$ cat src/rtl/min_uart_tx.sv
// min_uart_tx: byte FIFO that absorbs MIN framer bursts and serialises them as 8N1 UART.
// Define MIN_UART_TX_PARITY_EN to insert an even-parity bit before the stop bit (8E1).
module min_uart_tx #(
    parameter int CLKS_PER_BIT = 104,
    parameter int FIFO_DEPTH   = 32
) (
    input  logic                        i_clk,
    input  logic                        i_rst_n,
    input  logic                        i_wr,
    input  logic [7:0]                  i_data,
    input  logic                        i_ovf_clr,
    output logic                        o_tx,
    output logic                        o_busy,
    output logic                        o_empty,
    output logic                        o_full,
    output logic [$clog2(FIFO_DEPTH):0] o_level,
    output logic                        o_overflow
);

    localparam int PTR_W = $clog2(FIFO_DEPTH);
    localparam int LVL_W = PTR_W + 1;
    localparam int CNT_W = $clog2(CLKS_PER_BIT);

`ifdef MIN_UART_TX_PARITY_EN
    typedef enum logic [2:0] {IDLE, START, DATA, PARITY, STOP} state_t;
`else
    typedef enum logic [1:0] {IDLE, START, DATA, STOP} state_t;
`endif

    logic [7:0]       mem [FIFO_DEPTH];
    logic [PTR_W-1:0] wr_ptr;
    logic [PTR_W-1:0] rd_ptr;
    logic [LVL_W-1:0] level_nxt;
    logic             push;
    logic             pop;
    logic             drop;
    logic [CNT_W-1:0] baud_cnt;
    logic             baud_wrap;
    logic [2:0]       bit_idx;
    logic [7:0]       shift;
`ifdef MIN_UART_TX_PARITY_EN
    logic             parity;
`endif
    state_t           state;

    // Full is the registered flag, so a pop on the same edge never rescues a push.
    assign push      = i_wr && !o_full;
    assign drop      = i_wr && o_full;
    assign baud_wrap = (baud_cnt == CNT_W'(CLKS_PER_BIT - 1));
    assign pop       = !o_empty && ((state == IDLE) || ((state == STOP) && baud_wrap));

    always_comb begin
        level_nxt = o_level;
        case ({push, pop})
            2'b10:   level_nxt = o_level + LVL_W'(1);
            2'b01:   level_nxt = o_level - LVL_W'(1);
            default: level_nxt = o_level;
        endcase
    end

    always_ff @(posedge i_clk or negedge i_rst_n) begin
        if (!i_rst_n) begin
            wr_ptr     <= '0;
            rd_ptr     <= '0;
            o_level    <= '0;
            o_empty    <= 1'b1;
            o_full     <= 1'b0;
            o_overflow <= 1'b0;
        end else begin
            if (push) wr_ptr <= wr_ptr + PTR_W'(1);
            if (pop)  rd_ptr <= rd_ptr + PTR_W'(1);
            o_level <= level_nxt;
            o_empty <= (level_nxt == '0);
            o_full  <= (level_nxt == LVL_W'(FIFO_DEPTH));
            if (drop)
                o_overflow <= 1'b1;
            else if (i_ovf_clr)
                o_overflow <= 1'b0;
        end
    end

    always_ff @(posedge i_clk) begin
        if (push) mem[wr_ptr] <= i_data;
    end

    always_ff @(posedge i_clk) begin
        if (pop)
            shift <= mem[rd_ptr];
        else if ((state == DATA) && baud_wrap)
            shift <= {1'b0, shift[7:1]};
`ifdef MIN_UART_TX_PARITY_EN
        if (pop) parity <= ^mem[rd_ptr];
`endif
    end

    // o_tx is registered: each transition loads the level of the bit that follows it.
    always_ff @(posedge i_clk or negedge i_rst_n) begin
        if (!i_rst_n) begin
            state    <= IDLE;
            baud_cnt <= '0;
            bit_idx  <= '0;
            o_tx     <= 1'b1;
            o_busy   <= 1'b0;
        end else begin
            baud_cnt <= baud_wrap ? '0 : baud_cnt + CNT_W'(1);
            case (state)
                IDLE: begin
                    baud_cnt <= '0;
                    o_tx     <= 1'b1;
                    if (pop) begin
                        state  <= START;
                        o_tx   <= 1'b0;
                        o_busy <= 1'b1;
                    end
                end
                START: begin
                    if (baud_wrap) begin
                        state   <= DATA;
                        bit_idx <= '0;
                        o_tx    <= shift[0];
                    end
                end
                DATA: begin
                    if (baud_wrap) begin
                        if (bit_idx == 3'd7) begin
`ifdef MIN_UART_TX_PARITY_EN
                            state <= PARITY;
                            o_tx  <= parity;
`else
                            state <= STOP;
                            o_tx  <= 1'b1;
`endif
                        end else begin
                            bit_idx <= bit_idx + 3'd1;
                            o_tx    <= shift[1];
                        end
                    end
                end
`ifdef MIN_UART_TX_PARITY_EN
                PARITY: begin
                    if (baud_wrap) begin
                        state <= STOP;
                        o_tx  <= 1'b1;
                    end
                end
`endif
                STOP: begin
                    if (baud_wrap) begin
                        if (pop) begin
                            state <= START;
                            o_tx  <= 1'b0;
                        end else begin
                            state  <= IDLE;
                            o_tx   <= 1'b1;
                            o_busy <= 1'b0;
                        end
                    end
                end
                default: begin
                    state  <= IDLE;
                    o_tx   <= 1'b1;
                    o_busy <= 1'b0;
                end
            endcase
        end
    end

endmodule

$ cat config.mk
export PLATFORM = sky130hd
export DESIGN_NAME = min_uart_tx
export DESIGN_NICKNAME = d
export VERILOG_FILES = /design/src/rtl/min_uart_tx.sv
export SDC_FILE = /design/constraint.sdc
export NUM_CORES = 1
export LEC_CHECK = 0
export CAP_MARGIN = 20
export CORE_MARGIN = 3
export CORE_UTILIZATION = 65
export CTS_BUF_LIST = sky130_fd_sc_hd__clkbuf_16
export CTS_CLUSTER_SIZE = 8
export DETAILED_ROUTE_END_ITERATION = 8
export GPL_ROUTABILITY_DRIVEN = 0
export PLACE_DENSITY = 0.85
export SLEW_MARGIN = 15
export SYNTH_ARGS = -nofsm -noshare
export SYNTH_HDL_FRONTEND = slang
export SYNTH_SLANG_ARGS = --single-unit
export TNS_END_PERCENT = 20
$ cat constraint.sdc
create_clock -name i_clk -period 9.7 [get_ports i_clk]
set_clock_uncertainty 0.05 [all_clocks]
set_input_delay 1.94 -clock i_clk [delete_from_list [all_inputs] [get_ports i_clk]]
set_output_delay 1.94 -clock i_clk [all_outputs]
set_load 0.005 [all_outputs]
==> flow_summary.ini <==
[finish]
nets = 729
final_cell_mix = edfxtp_1, mux4_2, nor2_1
drive_gt1_share_pct = 19.5
diodes = 0
utilization_pct = 75.3
syn_to_final_growth_pct = 12.7
layout_commonest_cell = edfxtp_1

[routing]
dr_total_vias = 6559
via_per_inst = 6.92
routed_wl_um = 26200
drc_errors = 0
wl_per_cell_um = 27.6
drtAntennaViolNets = 0
dr.pass1.iters = 5
drtIter0Drc = 724

[clock_tree]
cts_sinks = 297
htree_levels = 2
clk_latency_ps = 530
cts_resized = 0
ctsLongestPathBuffers = 3
cts_root_buf = clkbuf_16
clk_pin_slew_ps = 50
cts_tree = built
cts_buffers = 43
hold_buffers = 0
cts_setup_buffers = 0

[logic_synthesis]
synthTopCellsByArea = edfxtp_1, mux4_2, dfrtp_1, ha_1, nor2_1
synthFlopType = edfxtp_1
yosysWarningCount = 0
synth-compound-area-share_pct = 3.92
synth_cell_types = 58
synth_top_cell_by_area = edfxtp_1
synth-simple-area-share_pct = 5.74
syn_area_um2 = 12100
synth_top_family_by_area = multiplexers
syn-num-nets = 692
yosys_register_bits = 297
synth_fa_ha_area_share_pct = 1.65
ys_async_sr_fraction_pct = 11.1
yosysTopAreaCellShare_pct = 65.4
synth_enable_flop_cells = 264
muxShareOfSynthArea_pct = 13.6
synthXorXnorAreaFrac_pct = 1.08
ys_seq_area_share_pct = 72.2
synth.avg_cell_area_um2 = 18.3
synthCells = 664

[global_routing]
grt_pass1_wl_um = 40400
grt-ovfl-total = 0
grt_use_total_pct = 26.7
grt_max_degree = 48
antenna_found_initial = 0
grt_pass1_vias = 6814

[timing]
worst_pin_slew_ps = 1170
fin_crit_sh_pct = 48.7
setup_viol = 0
relSlewSlack_pct = 21.8
hold_violations = 0
timing.final.crit_period_ps = 4730
holdWs_ps = 413
rsz0062_at_grt = false
max_clock_freq_mhz = 212
slew_violations = 0
fin_tns_setup_ps = 0

[setup_path]
r2r_cells = 12
crit_slowest_cell = nor2b_1
cp-start-kind = primary input
crit_required_ps = 10100
crit_path_start = i_wr
crit_buf_inv = 2
worstPathMaxFanout = 16
crit_chain = clkdlybuf4s50_1, nor2b_1, inv_1, ha_1, xor2_1, ha_1, a21oi_1, mux2_2, mux2i_1, nand4_1, mux2i_1
slowest_delay_ps = 510
cp-end-kind = register
arrival_ps = 5120
critical_path_class = in2reg
rr_endpoint = o_empty
r2r_slack_ps = 5620
reg2reg_from = state[0]
critPathTopFamily = multiplexers

[power_and_ir_drop]
p_leak_uw = 0.00459
p_seq_share_pct = 49.7
power_uw = 3150
pwr-share-clk_pct = 41.8
ir_worst_vdd_uv = 189
power.density_nw_per_um2 = 231
switchingPower_uw = 754
intPower_uw = 2400
switching_share_pct = 23.9
combinationalPowerShare_pct = 8.5

[die]
dieArea_um2 = 20300
die_w_um = 143
die_y_um = 143
ios = 23
fp-row-count = 49
initial_core_util_pct = 66.8
core_area_um2 = 18100

[min_path]
min_path_type = reg2reg
hold_depth = 1
worstHoldStart = baud_cnt[0]
min_to = baud_cnt[0]

[run_status]
status = completed

[place]
portBuffers = 22
dp_hpwl_um = 15200

[flow_run]
maxCapViolCount = 0
cell type report:
class | instances | area (um2)
flip-flops and latches | 297 | 8760
fillers | 965 | 4490
multi-input cells | 322 | 3150
clock buffers | 44 | 1100
well taps | 229 | 287
repair buffers | 27 | 231
clock inverters | 19 | 93.8
inverters | 10 | 37.5
worst max path at each step:
stage               to  slack (ps)  cells after the start
2_1_floorplan  o_empty        5420                     12
3_3_place_gp   o_empty        4730                     11
3_5_place_dp   o_empty        4550                     11
4_1_cts        o_empty        5070                     11
5_1_grt         o_full        4750                     11
6_report       o_empty        4970                     11
sequential cells by signal (all words and copies together), names as in the netlist:
register    flops
o_overflow      1
wr_ptr          5
o_full          1
o_busy          1
bit_idx         3
o_level         6
shift           8
state           2
mem           256
o_tx            1
rd_ptr          5
baud_cnt        7
o_empty         1
cells by family (layout without fill, tap and decap cells):
logic type / after synthesis / in the layout
compound gates: 74 / 74
mux: 81 / 81
buf+inv: 45 / 100
simple gates: 136 / 136
flops: 297 / 297
fa+ha+maj: 16 / 16
xor+xnor: 15 / 15
power groups by stage:
stage | sequential, uW | combinational (uW) | clock (uW)
6_report | 1570 | 267 | 1320
2_1_floorplan | 1540 | 183 | 0
4_1_cts | 1560 | 265 | 1320
5_1_grt | 1570 | 290 | 1380
3_3_place_gp | 1570 | 243 | 0
3_5_place_dp | 1590 | 261 | 0
synthesized netlist by cell type (2+ instances only):
| master | n |
|---|---|
| a21oi_1 | 12 |
| a22o_1 | 2 |
| a311oi_1 | 2 |
| and2_1 | 2 |
| and3_1 | 2 |
| buf_1 | 3 |
| buf_2 | 9 |
| buf_4 | 4 |
| buf_6 | 3 |
| clkbuf_1 | 16 |
| dfrtp_1 | 31 |
| dfstp_2 | 2 |
| edfxtp_1 | 264 |
| ha_1 | 16 |
| inv_1 | 10 |
| mux2_1 | 2 |
| mux2_2 | 8 |
| mux2i_1 | 5 |
| mux4_2 | 66 |
| nand2_1 | 23 |
| nand2b_1 | 4 |
| nand3_1 | 6 |
| nand3b_1 | 7 |
| nand4_1 | 5 |
| nor2_1 | 46 |
| nor2b_1 | 4 |
| nor3_1 | 11 |
| nor3b_1 | 7 |
| nor4_1 | 7 |
| nor4b_1 | 2 |
| o21ai_0 | 11 |
| o21ai_1 | 4 |
| o22ai_1 | 27 |
| or3_1 | 2 |
| or3b_2 | 3 |
| xnor2_1 | 10 |
| xor2_1 | 5 |
metrics by stage:
stage               setup slack (ps)  instance area, um2  instances
floorplan                       5420               12100        664
global placement                4730               12500        884
detailed placement              4550               12500        884
CTS                             5070               13700        947
global route                    4750               13700        948
finish                          4970               13700        948
routing by layer:
layer / wire [um] / vias to the layer above / global-route usage [%] / share of wire [%]
li1: - / 2742 / - / -
met1: 9820 / 3324 / 36.6 / 38
met2: 13200 / 414 / 44.0 / 50
met3: 2220 / 79 / 5.31 / 8.5
met4: 945 / 0 / 8.80 / 3.6
met5: 0 / - / 0 / 0
No activity file was read; power rests on OpenSTA's default activity.
